===== config.mk =====
export PLATFORM = sky130hd
export DESIGN_NAME = pio_mwr_requester
export DESIGN_NICKNAME = d
export VERILOG_FILES = /design/src/rtl/pio_mwr_requester.sv
export SDC_FILE = /design/constraint.sdc
export NUM_CORES = 1
export LEC_CHECK = 0
export ABC_AREA = 1
export CAP_MARGIN = 0
export CORE_UTILIZATION = 50
export DETAILED_ROUTE_END_ITERATION = 10
export PLACE_DENSITY = 0.7
export SYNTH_ARGS = -nofsm -noshare
export SYNTH_HDL_FRONTEND = slang
export SYNTH_SLANG_ARGS = --single-unit

===== constraint.sdc =====
create_clock -name s_axis_aclk -period 10.85 [get_ports s_axis_aclk]
set_input_delay 1.6275 -clock s_axis_aclk [delete_from_list [all_inputs] [get_ports s_axis_aclk]]
set_output_delay 1.6275 -clock s_axis_aclk [all_outputs]
set_load 0.02 [all_outputs]

===== src/rtl/pio_mwr_requester.sv =====
// Bus-master posted-write initiator: buffers user writes and emits 1-DW MWr TLPs on the 64-bit TX AXIS.
// Optional 4-DW header support for 64-bit addresses is enabled with `define PIO_MWR_4DW_EN.
module pio_mwr_requester #(
    parameter int C_DATA_WIDTH = 64,
    parameter int KEEP_WIDTH   = C_DATA_WIDTH / 8,
    parameter int TCQ          = 1,
    parameter int FIFO_DEPTH   = 4
) (
    input  logic                    s_axis_aclk,
    input  logic                    rst_n,
    input  logic [15:0]             cfg_completer_id,
    input  logic                    cfg_bus_mstr_enable,
    input  logic                    req_valid,
    output logic                    req_ready,
    input  logic [31:0]             req_addr,
`ifdef PIO_MWR_4DW_EN
    input  logic [31:0]             req_addr_hi,
`endif
    input  logic [31:0]             req_data,
    input  logic [3:0]              req_be,
    input  logic                    s_axis_tx_tready,
    output logic [C_DATA_WIDTH-1:0] s_axis_tx_tdata,
    output logic [KEEP_WIDTH-1:0]   s_axis_tx_tkeep,
    output logic                    s_axis_tx_tlast,
    output logic                    s_axis_tx_tvalid,
    output logic                    tx_src_dsc,
    output logic                    busy,
    output logic [15:0]             sent_count
);

    localparam int AW = $clog2(FIFO_DEPTH);

    typedef logic [AW:0]   ptr_t;
    typedef logic [AW-1:0] idx_t;

`ifdef PIO_MWR_4DW_EN
    typedef enum logic [1:0] {IDLE, HDR, DATA, DATA2} state_t;
`else
    typedef enum logic [1:0] {IDLE, HDR, DATA} state_t;
`endif

    generate
        if (C_DATA_WIDTH != 64 || KEEP_WIDTH != 8 || FIFO_DEPTH < 2 ||
            (FIFO_DEPTH & (FIFO_DEPTH - 1)) != 0 || TCQ < 0) begin : g_bad_params
            $error("pio_mwr_requester: unsupported parameter set");
        end
    endgenerate

    function automatic logic [63:0] hdr_beat(input logic        long_hdr,
                                             input logic [15:0] id,
                                             input logic [7:0]  tag,
                                             input logic [3:0]  be);
        logic [31:0] dw0;
        dw0 = long_hdr ? 32'h6000_0001 : 32'h4000_0001;
        return {id, tag, 4'h0, be, dw0};
    endfunction

    function automatic logic [31:0] swap_bytes(input logic [31:0] d);
        return {d[7:0], d[15:8], d[23:16], d[31:24]};
    endfunction

    logic [29:0] addr_mem [FIFO_DEPTH];
    logic [31:0] data_mem [FIFO_DEPTH];
    logic [3:0]  be_mem   [FIFO_DEPTH];
`ifdef PIO_MWR_4DW_EN
    logic [31:0] hi_mem   [FIFO_DEPTH];
`endif

    ptr_t wr_ptr, rd_ptr, fifo_count;
    idx_t head_idx, next_idx;
    logic fifo_empty, fifo_full, has_next;
    logic push, pop, done;

    state_t            state_q, state_nxt;
    logic              tvalid_q, tvalid_nxt;
    logic [63:0]       tdata_q, tdata_nxt;
    logic [KEEP_WIDTH-1:0] tkeep_q, tkeep_nxt;
    logic              tlast_q, tlast_nxt;
    logic [7:0]        tag_q;
    logic [15:0]       sent_q;

    logic [29:0] head_addr;
    logic [31:0] head_data;
    logic [3:0]  head_be, next_be;
    logic        head_long, next_long;
`ifdef PIO_MWR_4DW_EN
    logic [31:0] head_hi;
`endif

    // Address bits [1:0] are dropped because MWr addresses are DW aligned.
    logic unused_addr_lsb;
    assign unused_addr_lsb = ^req_addr[1:0];

    assign fifo_count = wr_ptr - rd_ptr;
    assign fifo_empty = (fifo_count == ptr_t'(0));
    assign fifo_full  = (fifo_count == ptr_t'(FIFO_DEPTH));
    assign has_next   = (fifo_count > ptr_t'(1));
    assign req_ready  = rst_n & ~fifo_full;
    assign push       = req_valid & req_ready;

    assign head_idx  = rd_ptr[AW-1:0];
    assign next_idx  = head_idx + idx_t'(1);
    assign head_addr = addr_mem[head_idx];
    assign head_data = data_mem[head_idx];
    assign head_be   = be_mem[head_idx];
    assign next_be   = be_mem[next_idx];
`ifdef PIO_MWR_4DW_EN
    assign head_hi   = hi_mem[head_idx];
    assign head_long = (head_hi != 32'h0);
    assign next_long = (hi_mem[next_idx] != 32'h0);
`else
    assign head_long = 1'b0;
    assign next_long = 1'b0;
`endif

    always_ff @(posedge s_axis_aclk) begin
        if (push) begin
            addr_mem[wr_ptr[AW-1:0]] <= req_addr[31:2];
            data_mem[wr_ptr[AW-1:0]] <= req_data;
            be_mem[wr_ptr[AW-1:0]]   <= req_be;
`ifdef PIO_MWR_4DW_EN
            hi_mem[wr_ptr[AW-1:0]]   <= req_addr_hi;
`endif
        end
    end

    always_ff @(posedge s_axis_aclk or negedge rst_n) begin
        if (!rst_n) begin
            wr_ptr <= '0;
            rd_ptr <= '0;
        end else begin
            if (push) wr_ptr <= wr_ptr + ptr_t'(1);
            if (pop)  rd_ptr <= rd_ptr + ptr_t'(1);
        end
    end

    // Beats are registered one edge ahead so they hold while the core stalls.
    always_comb begin
        state_nxt  = state_q;
        tvalid_nxt = tvalid_q;
        tdata_nxt  = tdata_q;
        tkeep_nxt  = tkeep_q;
        tlast_nxt  = tlast_q;
        done       = 1'b0;
        pop        = 1'b0;

        unique case (state_q)
            IDLE: begin
                if (!fifo_empty && cfg_bus_mstr_enable) begin
                    state_nxt  = HDR;
                    tvalid_nxt = 1'b1;
                    tdata_nxt  = hdr_beat(head_long, cfg_completer_id, tag_q, head_be);
                    tkeep_nxt  = 8'hFF;
                    tlast_nxt  = 1'b0;
                end
            end
            HDR: begin
                if (s_axis_tx_tready) begin
                    state_nxt = DATA;
                    tkeep_nxt = 8'hFF;
                    tdata_nxt = {swap_bytes(head_data), head_addr, 2'b00};
                    tlast_nxt = 1'b1;
`ifdef PIO_MWR_4DW_EN
                    if (head_long) begin
                        tdata_nxt = {head_addr, 2'b00, head_hi};
                        tlast_nxt = 1'b0;
                    end
`endif
                end
            end
            DATA: begin
                if (s_axis_tx_tready) begin
`ifdef PIO_MWR_4DW_EN
                    if (head_long) begin
                        state_nxt = DATA2;
                        tdata_nxt = {32'h0, swap_bytes(head_data)};
                        tkeep_nxt = 8'h0F;
                        tlast_nxt = 1'b1;
                    end else begin
                        done = 1'b1;
                    end
`else
                    done = 1'b1;
`endif
                end
            end
`ifdef PIO_MWR_4DW_EN
            DATA2: begin
                if (s_axis_tx_tready) done = 1'b1;
            end
`endif
            default: state_nxt = IDLE;
        endcase

        // Chain straight into the next header so back-to-back TLPs have no bubble.
        if (done) begin
            pop = 1'b1;
            if (has_next && cfg_bus_mstr_enable) begin
                state_nxt  = HDR;
                tvalid_nxt = 1'b1;
                tdata_nxt  = hdr_beat(next_long, cfg_completer_id, tag_q + 8'd1, next_be);
                tkeep_nxt  = 8'hFF;
                tlast_nxt  = 1'b0;
            end else begin
                state_nxt  = IDLE;
                tvalid_nxt = 1'b0;
                tdata_nxt  = '0;
                tkeep_nxt  = '0;
                tlast_nxt  = 1'b0;
            end
        end
    end

    always_ff @(posedge s_axis_aclk or negedge rst_n) begin
        if (!rst_n) begin
            state_q  <= IDLE;
            tvalid_q <= 1'b0;
            tdata_q  <= '0;
            tkeep_q  <= '0;
            tlast_q  <= 1'b0;
            tag_q    <= '0;
            sent_q   <= '0;
        end else begin
            state_q  <= state_nxt;
            tvalid_q <= tvalid_nxt;
            tdata_q  <= tdata_nxt;
            tkeep_q  <= tkeep_nxt;
            tlast_q  <= tlast_nxt;
            if (pop) begin
                tag_q  <= tag_q + 8'd1;
                sent_q <= sent_q + 16'd1;
            end
        end
    end

    assign s_axis_tx_tvalid = tvalid_q;
    assign s_axis_tx_tdata  = tdata_q;
    assign s_axis_tx_tkeep  = tkeep_q;
    assign s_axis_tx_tlast  = tlast_q;
    assign tx_src_dsc       = 1'b0;
    assign sent_count       = sent_q;
    assign busy             = !fifo_empty || (state_q != IDLE);

endmodule


Word-level counts from Yosys, hierarchy flattened
Memories as Yosys holds them, arrays and structs flattened.
Index checks and enable logic that the tools add are counted.
{"block": "word_totals", "mem_bits_ro": 0, "elab_cells": 69, "inputBits": 89, "register_bits": 106, "memories": 3, "latch_bits": 0, "output_inout_bits": 93, "ramBits": 264}
{"block": "classes", "n_bitwise": 3, "n_shift": 0, "n_eq_ne": 6, "n_mul": 0, "reduce_logical": 13, "order_cmp": 1, "div": 0, "mux": 28, "addsub": 6}
{"memory": "data_mem", "depth": 4, "width": 32, "rd": 1, "rd_ports_with_merged_regs": 0, "write_ports": 1, "line": "63", "text": "logic [31:0] data_mem [FIFO_DEPTH];"}
{"memory": "addr_mem", "depth": 4, "width": 30, "rd": 1, "rd_ports_with_merged_regs": 0, "write_ports": 1, "line": "62", "text": "logic [29:0] addr_mem [FIFO_DEPTH];"}
{"memory": "be_mem", "depth": 4, "width": 4, "rd": 2, "rd_ports_with_merged_regs": 0, "write_ports": 1, "line": "64", "text": "logic [3:0] be_mem [FIFO_DEPTH];"}
{"op": "$mux W64", "n": 4}
{"op": "$pmux W64 S2", "n": 1}
{"op": "$mux W8", "n": 4}
{"op": "$add A16 B1 Y16 const B", "n": 1}
{"op": "$pmux W8 S2", "n": 1}
{"op": "$mux W1", "n": 13}
{"op": "$add A8 B1 Y8 const B", "n": 1}
{"op": "$add A3 B1 Y3 const B", "n": 2}
{"op": "$mux W2", "n": 3}
{"op": "$ne A3 B3 Y1 const B", "n": 2}
{"op": "$pmux W2 S3", "n": 1}
{"op": "$reduce_and A3 Y1", "n": 2}
{"op": "$reduce_bool A2 Y1", "n": 3}
{"op": "$eq A3 B3 Y1 const B", "n": 1}
{"op": "$gt A3 B1 Y1 const B", "n": 1}
{"op": "$logic_not A3 Y1", "n": 1}
{"op": "$reduce_bool A3 Y1", "n": 1}
{"op": "$sub A3 B3 Y3", "n": 1}
{"op": "$add A2 B1 Y2 const B", "n": 1}
{"op": "$and A1 B1 Y1", "n": 2}
{"op": "$eq A2 B1 Y1 const B", "n": 1}
{"op": "$eq A2 B2 Y1 const B", "n": 1}
{"op": "$logic_and A1 B1 Y1", "n": 2}
{"op": "$logic_not A2 Y1", "n": 1}
{"op": "6 further kinds", "n": 6}

Logic depth before layout (Yosys ltp)
Gate-level depths: netlist (run 1).
{"block": "logic_depth", "word_depth": 7, "depth_mapped": 12, "depth_no_buf": 12}

Least setup slack after synthesis (run 1)
Ideal clock, no wire load.
{"block": "synth_path", "path_kind": "input port to flip-flop", "start": "input rst_n", "end": "memory addr_mem[0][0] (enable)", "cell_stages": 4, "setup_slack_ps": 5519, "n_path_buf": 0, "t_arrival_ps": 4841, "required_ps": 10359, "setup_ps": 491, "cell_sequence": "nand2_1 -> inv_1 -> nand2_1 -> nor2_1"}
{"block": "synth_via", "elab_chain_cells": 4}
{"item": "start, declared", "line": "10", "text": "input logic rst_n,"}
{"item": "$and A1 B1 Y1", "line": "98", "text": "assign req_ready = rst_n & ~fifo_full;"}
{"item": "net req_ready", "line": "14", "text": "output logic req_ready,"}
{"item": "$and A1 B1 Y1", "line": "99", "text": "assign push = req_valid & req_ready;"}
{"item": "$mux W1", "line": "117", "text": "if (push) begin"}
{"item": "$mux W1 (not written as such)", "line": "118", "text": "addr_mem[wr_ptr[AW-1:0]] <= req_addr[31:2];"}
{"item": "end, declared", "line": "62"}
The timed path passes the listed nets, and every way through them passes these cells.

Worst setup path in the final report (run 1)
{"block": "layout_path", "start": "register rd_ptr[0]", "end": "output busy"}
{"block": "layout_via", "elab_chain_cells": 4}
{"item": "start, declared", "line": "69", "text": "ptr_t wr_ptr, rd_ptr, fifo_count;"}
{"item": "start signal, assigned", "line": "133", "text": "if (pop) rd_ptr <= rd_ptr + ptr_t'(1);"}
{"item": "$sub A3 B3 Y3", "line": "94", "text": "assign fifo_count = wr_ptr - rd_ptr;"}
{"item": "$logic_not A3 Y1", "line": "95", "text": "assign fifo_empty = (fifo_count == ptr_t'(0));"}
{"item": "$logic_not A1 Y1", "line": "242", "text": "assign busy = !fifo_empty || (state_q != IDLE);"}
{"item": "$logic_or A1 B1 Y1", "line": "242"}
{"item": "end, declared", "line": "27", "text": "output logic busy,"}
No other way between the ends.

==> flow_summary.yaml, run 1 <==
run_status:
  status: "complete, no violations"
sta:
  holdWs_ps: 508.0
  worst_pin_slew_ps: 1111
  hold_viol: 0
  relSlewSlack_pct: 25.74
  fin_crit_sh_pct: 43.05
  period_needed_ps: 4670
  rsz0062_at_grt: "no"
  finClkSkew_ps: 17.67
  setup_slack_ps: 6180
  slew_viol_final: 0
  final-setup-viol-count: 0
  fin_tns_setup_ps: 0
  fmax_mhz: 214.1
synthesis:
  async_reset_ff_share_pct: 27.07
  ys_seq_elements: 362
  post_synth_instance_area_um2: 15390
  yosys.area.top_type: "edfxtp_1"
  syn_area_per_cell_um2: 10.77
  netlist_instances: 1429
  yosys.area.top_type_share_pct: 51.50
  synth_top_cells_by_area: "edfxtp_1 (51%), dfrtp_1 (16%), nand2_1 (7.8%)"
  yosysWarnings: 0
  ys_seq_area_share_pct: 67.43
  synth-edff-count: 264
  ys_types: 36
  ys.flop_type: "edfxtp_1"
routing:
  drc: 0
  wl_mm: 34.93
  vias_per_cell: 5.422
  ant_nets: 0
  first_pass_iters: 5
  wl_per_cell_um: 17.58
  first_iter_violations: 1151
  vias: 10773
clock_tree:
  ctsResizeCount: 0
  htreeDepth: 2
  cts_root_buffer: "clkbuf_16"
  postCtsSetupBuffers: 0
  clockBufferDepth: 3
  ctsHoldBuffers: 0
  cts_tree: "built"
  clk_latency_ps: 540
  clk_pin_slew_ps: 60
  numCtsBuffers: 39
  clock_sinks: 362
worst_setup_path:
  critical_path.endpoint_type: "output port"
  critPathMaxFanout: 42
  worstPathArrival_ps: 3040
  worstSetupPathType: "flop to output port"
  startpoint_type: "flop"
  required_ps: 9220
floorplan:
  ioPinCount: 182
  dieArea_um2: 31500
  core_area_um2: 29950
  rows: 63
  start_util_pct: 51.40
  fp.dieW_um: 177.5
  die_h_um: 177.5
placement:
  pre_cts_slack_ps: 5783
  placed_area_um2: 17270
  io_buffer_count: 177
  dp_hpwl_mm: 19.45
  gp_congestion: 0.8308
grt:
  antenna_found_initial: 4
  grt_pass1_wl_mm: 55.39
  gr-usage-all-layers_pct: 22.62
  grt_max_degree: 106
  grt_pass1_vias: 10506
  grt_overflow: 0
worst_hold_path:
  hp-class: "flop to flop"
layout:
  fin_nets: 1661
  area_growth_pct: 20.99
  fin_area_um2: 18630
  drive_above_1_share_pct: 7.152
power_and_ir_drop:
  power_density_nw_per_um2: 280.4
  peakVddDrop_mv: 0.1655
  power_leakage_nw: 7.332
run:
  max-cap-violations: 0
-- worst paths after layout --
check	start	end	slack, ps	cells past startpoint
setup / recovery	rd_ptr[0]	busy	6180	5
hold / removal	s_axis_tx_tlast	s_axis_tx_tlast	510	2
setup reg to reg	rd_ptr[0]	s_axis_tx_tdata[46]	6930	8
hold reg to reg	s_axis_tx_tlast	s_axis_tx_tlast	510	2
max in group asynchronous	rst_n	rd_ptr[0]	8490	2
min in group asynchronous	rst_n	sent_count[6]	1110	1
-- power by group --
group	internal (mW)	leakage, nW	switching [mW]
Clock	0.820	0.641	0.551
Combinational	0.673	3.04	1.23
Sequential	1.78	3.65	0.171
Total	3.27	7.33	1.95
-- metal layers --
metal  track usage (%)  vias up  wire length, µm
li1                  -     5209                -
met3             4.584       57             2400
met2             37.52      340            16820
met1             30.26     5165            15060
met4             6.339        2              641
met5                 0        -               13
-- area by class of cell --
cell class                      count  area, µm²
Inverter                           69      261.5
Clock buffer                       43       1001
Fill cell                        2410      11330
Clock inverter                     29      349.1
Timing Repair Buffer              189       1859
Tap cell                          390      488.0
Sequential cell                   362      10390
Antenna cell                        3      7.507
Multi-Input combinational cell    902       4274
-- synthesized netlist by cell type (7+ instances only) --
master and number:
buf_1 10, buf_2 48, buf_4 14, clkbuf_1 20, dfrtp_1 98, edfxtp_1 264
ha_1 8, inv_1 61, inv_2 7, nand2_1 318, nand3_1 79, nand4_1 88
nor2_1 186, o21ai_0 94, o21ai_1 40, o22ai_1 35, or2_2 17, xor2_1 7
-- worst max-delay path, cell delays in order, from the launching register on --
cell and delay [ps]:
dfrtp_4 670, ha_1 280, fa_1 540, nand4_1 150
or2_2 320, clkdlybuf4s50_1 540
-- through the flow --
step                power (mW)  std cells  util, %
floorplan                3.243       1430        -
global placement         3.836       1912    57.65
detailed placement       3.876       1912    57.65
CTS                      5.261       1984    62.16
global route             5.545       1985    62.16
finish                   5.222       1987    62.18
-- state kept, by name (all words and copies together) (netlist names), 3 cells and up --
| register | cells |
|---|---|
| data_mem | 128 |
| addr_mem | 120 |
| s_axis_tx_tdata | 63 |
| be_mem | 16 |
| sent_count | 16 |
| tag_q | 8 |
| rd_ptr | 3 |
| wr_ptr | 3 |
-- cells in the final DEF, fill, tap and decap left out, types with 2 or more instances in the layout --
master	n
conb_1	2
clkbuf_16	39
nand2_2	2
clkinv_8	2
o21ai_0	94
or2_1	2
xor2_1	7
o21ai_1	40
edfxtp_1	264
clkinv_1	7
diode_2	3
nor2_1	182
nor2_4	5
o211ai_1	2
or2_2	17
and2_1	2
clkdlybuf4s50_1	176
o21bai_1	3
o22ai_1	35
nand3_1	79
buf_4	13
clkbuf_1	3
ha_1	8
clkinvlp_4	6
inv_2	7
clkinv_2	5
inv_1	61
dfrtp_1	96
xnor2_1	5
nor3_1	4
bufinv_16	6
nand4_1	88
nand2_1	318
-- logic make-up after synthesis --
group                      count (synthesis)  synth area share (%)
other                                      1               0.02436
buffers and inverters                    166                 5.031
AOI/OAI and AO/OA                        174                 6.022
xor gates and xnor gates                  12                0.6827
DFF                                      362                 67.43
and+or+nand+nor                          705                 20.03
adders and majority gates                  9                0.7803
Note: power is estimated with default switching activity, not from simulation.
==> run 2, diff against run 1 <==
--- a/config.mk
+++ b/config.mk
@@ -9,7 +9,7 @@
 export CAP_MARGIN = 0
 export CORE_UTILIZATION = 50
 export DETAILED_ROUTE_END_ITERATION = 10
-export PLACE_DENSITY = 0.7
+export PLACE_DENSITY = 0.72
 export SYNTH_ARGS = -nofsm -noshare
 export SYNTH_HDL_FRONTEND = slang
 export SYNTH_SLANG_ARGS = --single-unit
==> constraint.sdc (replaced) <==
create_clock -name s_axis_aclk -period 4.2 [get_ports s_axis_aclk]
set_input_delay 0.63 -clock s_axis_aclk [delete_from_list [all_inputs] [get_ports s_axis_aclk]]
set_output_delay 0.63 -clock s_axis_aclk [all_outputs]
set_load 0.02 [all_outputs]
==> run 2 against run 1 <==
Sequential cell count did not move. Count of clock-buffer cells in the layout rose by 9. Core utilization increased by 0.29 points. Clock skew fell by 3.3 ps. Critical path depth rose by 1. Global-route usage grew 0.50 points. Cell count grew 0.55%. Die area is the same. Non-clock buffer count increased by 14. Sequential power rose to 2.5 times the previous value. First-iteration DRC count shrank 30%. Critical path type unchanged. Largest power group is now combinational cells.
==> flow_summary.yaml, run 2 (synthesized netlist as in run 1, its figures left out) <==
power_and_ir_drop:
  pwr-share-seq_pct: 36.8
  power_leakage_nw: 7.407
  finalPower_mw: 13.42
  p_clk_share_pct: 24.8
  peakVddDrop_mv: 0.4080
  netSwitchingFraction_pct: 37.38
  internal-power_mw: 8.401
  switchingPower_mw: 5.015
  comb_power_share_pct: 38.4
  power_density_nw_per_um2: 716.9
clock_tree:
  numCtsBuffers: 39
  ctsHoldBuffers: 0
  clockBufferDepth: 3
  clock_sinks: 362
  cts_tree: "built"
  cts_root_buffer: "clkbuf_16"
  clk_pin_slew_ps: 60
  ctsResizeCount: 0
  clk_latency_ps: 520
  postCtsSetupBuffers: 0
  htreeDepth: 2
worst_setup_path:
  worstSetupPathType: "flop to output port"
  critical_path.endpoint_type: "output port"
  critPathMaxFanout: 4
  worstPathArrival_ps: 2780
  startpoint_type: "flop"
  required_ps: 3570
grt:
  antenna_found_initial: 4
  grt_pass1_wl_mm: 56.28
  grt_pass1_vias: 10558
  globalRouteMet2Util_pct: 38.22
  grt_overflow: 0
  grt_max_degree: 93
  gr-usage-all-layers_pct: 23.12
  busiest_layer: "met2"
  grtUsageMet3_pct: 5.463
  met1_usage_pct: 30.66
sta:
  worst_pin_slew_ps: 957.3
  fmax_mhz: 293.2
  period_needed_ps: 3411
  relSlewSlack_pct: 36.18
  rsz0062_at_grt: "no"
  fin_crit_sh_pct: 81.22
  final-setup-viol-count: 0
  finClkSkew_ps: 14.41
  hold_viol: 0
  slew_viol_final: 0
  setup_slack_ps: 788.8
  holdWs_ps: 295.5
routing:
  first_iter_violations: 810
  first_pass_iters: 5
  vias_per_cell: 5.466
  wl_per_cell_um: 17.88
  wl_mm: 35.72
  ant_nets: 0
  vias: 10922
  drc: 0
layout:
  regArea_um2: 10390
  multi_input_area_um2: 4274
  postLayoutCoreUtil_pct: 62.47
  fillers: 2362
  final_cell_mix: "nand2_1 (318), edfxtp_1 (264), nor2_1 (182), clkdlybuf4s50_1 (176), dfrtp_1 (96)"
  fin_nets: 1675
  largest_reg_flops: 128
  drive_above_1_share_pct: 7.841
  mostFrequentLayoutCell: "nand2_1"
  area_growth_pct: 21.55
placement:
  gp_congestion: 0.7968
  io_buffer_count: 177
  pre_cts_slack_ps: 1094
  dp_hpwl_mm: 20.94
floorplan:
  fp.dieW_um: 177.5
  rows: 63
  die_h_um: 177.5
  dieArea_um2: 31500
  ioPinCount: 182
  start_util_pct: 51.40
  core_area_um2: 29950
run:
  max-cap-violations: 0
run_status:
  status: "complete, no violations"
worst_hold_path:
  hp-class: "input pin to async pin"
run 2: cell count changes in the layout (fill, tap and decap cells not counted), sizes merged:
cell      delta
inv          -2
bufinv       -4
diode        -2
clkinv       +1
clkinvlp     -5
clkbuf       +9
buf         +14
run 2: area by class of cell:
cell class	instances	area share, %
Sequential cell	362	55.50
Multi-Input combinational cell	902	22.84
Timing Repair Buffer	203	10.90
Clock buffer	52	5.971
Tap cell	390	2.608
Inverter	69	1.397
Clock inverter	19	0.7756
Antenna cell	1	0.01337
run 2: power by group through the flow:
stage	Combinational, mW	Clock [mW]	Sequential [mW]
2_1_floorplan	3.01	0	5.37
3_3_place_gp	5.06	0	4.98
3_5_place_dp	5.14	0	5.00
4_1_cts	5.18	3.38	4.93
5_1_grt	5.73	3.52	5.00
6_report	5.16	3.32	4.93
run 2: critical path: stages (launching register included):
cell             delay [ps]
dfrtp_1                 390
inv_1                   110
ha_1                    220
fa_1                    530
nand4_1                 140
or2_2                   290
clkdlybuf4s50_1         560
run 2: final timing paths:
check                      slack, ps               to  depth (start not counted)       startpoint
max in group asynchronous       2690        rd_ptr[0]                          3            rst_n
min in group s_axis_aclk         500  s_axis_tx_tlast                          2  s_axis_tx_tlast
min                              300   sent_count[13]                          2            rst_n
max reg2reg                     1050  data_mem[2][13]                         11        wr_ptr[0]
max                              790             busy                          6        wr_ptr[0]
min reg2reg                      500  s_axis_tx_tlast                          2  s_axis_tx_tlast
run 2: per-layer routing:
metal  routed length (µm)  share of wire [%]
met2                16920                 47
met3                 2811                7.9
met1                15190                 43
met4                  755                2.1
met5                   46               0.13
run 2: stage by stage:
| stage | instance area, µm² | TNS [ps] | instances |
|---|---|---|---|
| floorplan | 15400 | -199740 | 1430 |
| global placement | 17450 | 0 | 1926 |
| detailed placement | 17450 | 0 | 1926 |
| CTS | 18710 | 0 | 1997 |
| global route | 18710 | 0 | 1997 |
| finish | 18710 | 0 | 1998 |
==> run 3, diff against run 2 <==
--- a/config.mk
+++ b/config.mk
@@ -9,7 +9,7 @@
 export CAP_MARGIN = 0
 export CORE_UTILIZATION = 50
 export DETAILED_ROUTE_END_ITERATION = 10
-export PLACE_DENSITY = 0.72
+export PLACE_DENSITY = 0.7
 export SYNTH_ARGS = -nofsm -noshare
 export SYNTH_HDL_FRONTEND = slang
 export SYNTH_SLANG_ARGS = --single-unit
==> constraint.sdc (replaced) <==
create_clock -name s_axis_aclk -period 3.2 [get_ports s_axis_aclk]
set_input_delay 0.48 -clock s_axis_aclk [delete_from_list [all_inputs] [get_ports s_axis_aclk]]
set_output_delay 0.48 -clock s_axis_aclk [all_outputs]
set_load 0.02 [all_outputs]
==> run 3 against run 2 <==
Cell area rose by 0.90%. Hold slack got worse by 180 ps. Sequential power rose by 31%. Clock skew barely moved. Count of clock-buffer cells in the layout fell by 2. First-iteration DRC count rose by 8.4%. Critical path type unchanged.
==> flow_summary.yaml, run 3 (synthesized netlist as in run 1, its figures left out) <==
run_status:
  status: "complete, no violations"
worst_setup_path:
  critical_path.endpoint_type: "output port"
  critPathMaxFanout: 4
  startpoint_type: "flop"
  worstSetupPathType: "flop to output port"
  worstPathArrival_ps: 2560
  required_ps: 2720
  r2r_slack_ps: 360
routing:
  vias_per_cell: 5.474
  wl_per_cell_um: 17.59
  wl_mm: 35.18
  drc: 0
  first_pass_iters: 5
  ant_nets: 0
  vias: 10947
  first_iter_violations: 878
grt:
  grt_max_degree: 104
  antenna_found_initial: 5
  grt_overflow: 0
  grt_pass1_wl_mm: 55.62
  gr-usage-all-layers_pct: 22.69
  grt_pass1_vias: 10438
floorplan:
  dieArea_um2: 31500
  core_area_um2: 29950
  rows: 63
  die_h_um: 177.5
  fp.dieW_um: 177.5
  ioPinCount: 182
  start_util_pct: 51.40
clock_tree:
  ctsHoldBuffers: 0
  cts_root_buffer: "clkbuf_16"
  clock_sinks: 362
  clk_pin_slew_ps: 60
  htreeDepth: 2
  numCtsBuffers: 38
  cts_tree: "built"
  clockBufferDepth: 3
  clk_latency_ps: 530
  postCtsSetupBuffers: 0
sta:
  final-setup-viol-count: 0
  slew_viol_final: 0
  worst_pin_slew_ps: 1079
  fin_tns_setup_ps: 0
  hold_viol: 0
  fin_crit_sh_pct: 95.04
  period_needed_ps: 3041
  setup_slack_ps: 158.6
  rsz0062_at_grt: "no"
  relSlewSlack_pct: 28.10
  fmax_mhz: 328.8
  finClkSkew_ps: 13.95
placement:
  io_buffer_count: 177
  dp_hpwl_mm: 20.68
  place_inst: 1928
  placed_area_um2: 17500
  gp_congestion: 0.8299
  pre_cts_slack_ps: 362.9
layout:
  area_growth_pct: 22.64
  largest_reg_flops: 128
  fillers: 2356
  fin_area_um2: 18880
  final_cell_mix: "nand2_1 (318), edfxtp_1 (264), nor2_1 (182), clkdlybuf4s50_1 (174), dfrtp_1 (96)"
  drive_above_1_share_pct: 7.898
  mostFrequentLayoutCell: "nand2_1"
  fin_cells: 2000
  fin_nets: 1676
power_and_ir_drop:
  peakVddDrop_mv: 0.5571
  pwr-share-seq_pct: 35.9
  power_density_nw_per_um2: 952.5
  p_clk_share_pct: 26.5
  power_leakage_nw: 7.466
  finalPower_mw: 17.98
  netSwitchingFraction_pct: 36.60
  switchingPower_mw: 6.582
  internal-power_mw: 11.40
  comb_power_share_pct: 37.7
run:
  max-cap-violations: 0
worst_hold_path:
  hp-class: "input pin to async pin"
run 3: cell types whose count changed in the layout (fill, tap and decap cells not counted), sizes merged, moves of 2 or more:
cell | previous run | this run
buf | 27 | 29
bufinv | 2 | 8
clkbuf | 52 | 50
clkdlybuf4s50 | 176 | 174
clkinv | 16 | 7
clkinvlp | 1 | 3
inv | 69 | 71
run 3: path summary, 6_finish.rpt:
kind	cells after the start	endpoint	from
min reg2reg	2	s_axis_tx_tlast	s_axis_tx_tlast
min in group s_axis_aclk	5	wr_ptr[2]	rst_n
max	6	busy	wr_ptr[0]
min	2	sent_count[12]	rst_n
max reg2reg	11	data_mem[0][14]	wr_ptr[0]
max in group asynchronous	3	rd_ptr[0]	rst_n
run 3: final cells by class:
| cell class | instances | area (µm²) | share of cell area (%) |
|---|---|---|---|
| Clock buffer | 50 | 1047 | 5.547 |
| Timing Repair Buffer | 205 | 2093 | 11.09 |
| Multi-Input combinational cell | 902 | 4274 | 22.64 |
| Tap cell | 390 | 488.0 | 2.584 |
| Antenna cell | 2 | 5.005 | 0.02651 |
| Sequential cell | 362 | 10390 | 55.00 |
| Inverter | 69 | 261.5 | 1.385 |
| Clock inverter | 20 | 326.6 | 1.730 |
run 3: per-stage QoR:
stage / util [%] / hold WS, ps
2_1_floorplan: - / 184.4
3_3_place_gp: 58.43 / 485.4
3_5_place_dp: 58.43 / 493.2
4_1_cts: 63.01 / 135.4
5_1_grt: 63.02 / 180.8
6_report: 63.03 / 115.1
run 3: per-layer routing:
layer / track usage, % / part of all wire, %
met2: 37.08 / 48
met4: 6.125 / 1.8
met1: 31.03 / 44
met3: 4.456 / 6.9
met5: 0 / 0.11
run 3: what timing repair did:
action / CTS / global route
endpoints found under the setup margin: 1 / 1
gates resized for setup: 1 / 1
gates cloned: 0 / 0
endpoints found under the hold margin: 0 / 0
run 3: critical path: stages (launching register included):
cell and delay [ps]:
dfrtp_1 400, inv_1 110, ha_1 220, fa_1 540
nand4_1 140, or2_2 310, dlygate4sd2_1 330
run 3: power groups by stage:
stage / Combinational, mW / Sequential, mW / Clock [mW]
4_1_cts: 6.80 / 6.45 / 4.84
3_3_place_gp: 6.62 / 6.51 / 0
2_1_floorplan: 3.96 / 7.03 / 0
6_report: 6.77 / 6.45 / 4.76
5_1_grt: 7.53 / 6.54 / 5.01
3_5_place_dp: 6.75 / 6.54 / 0
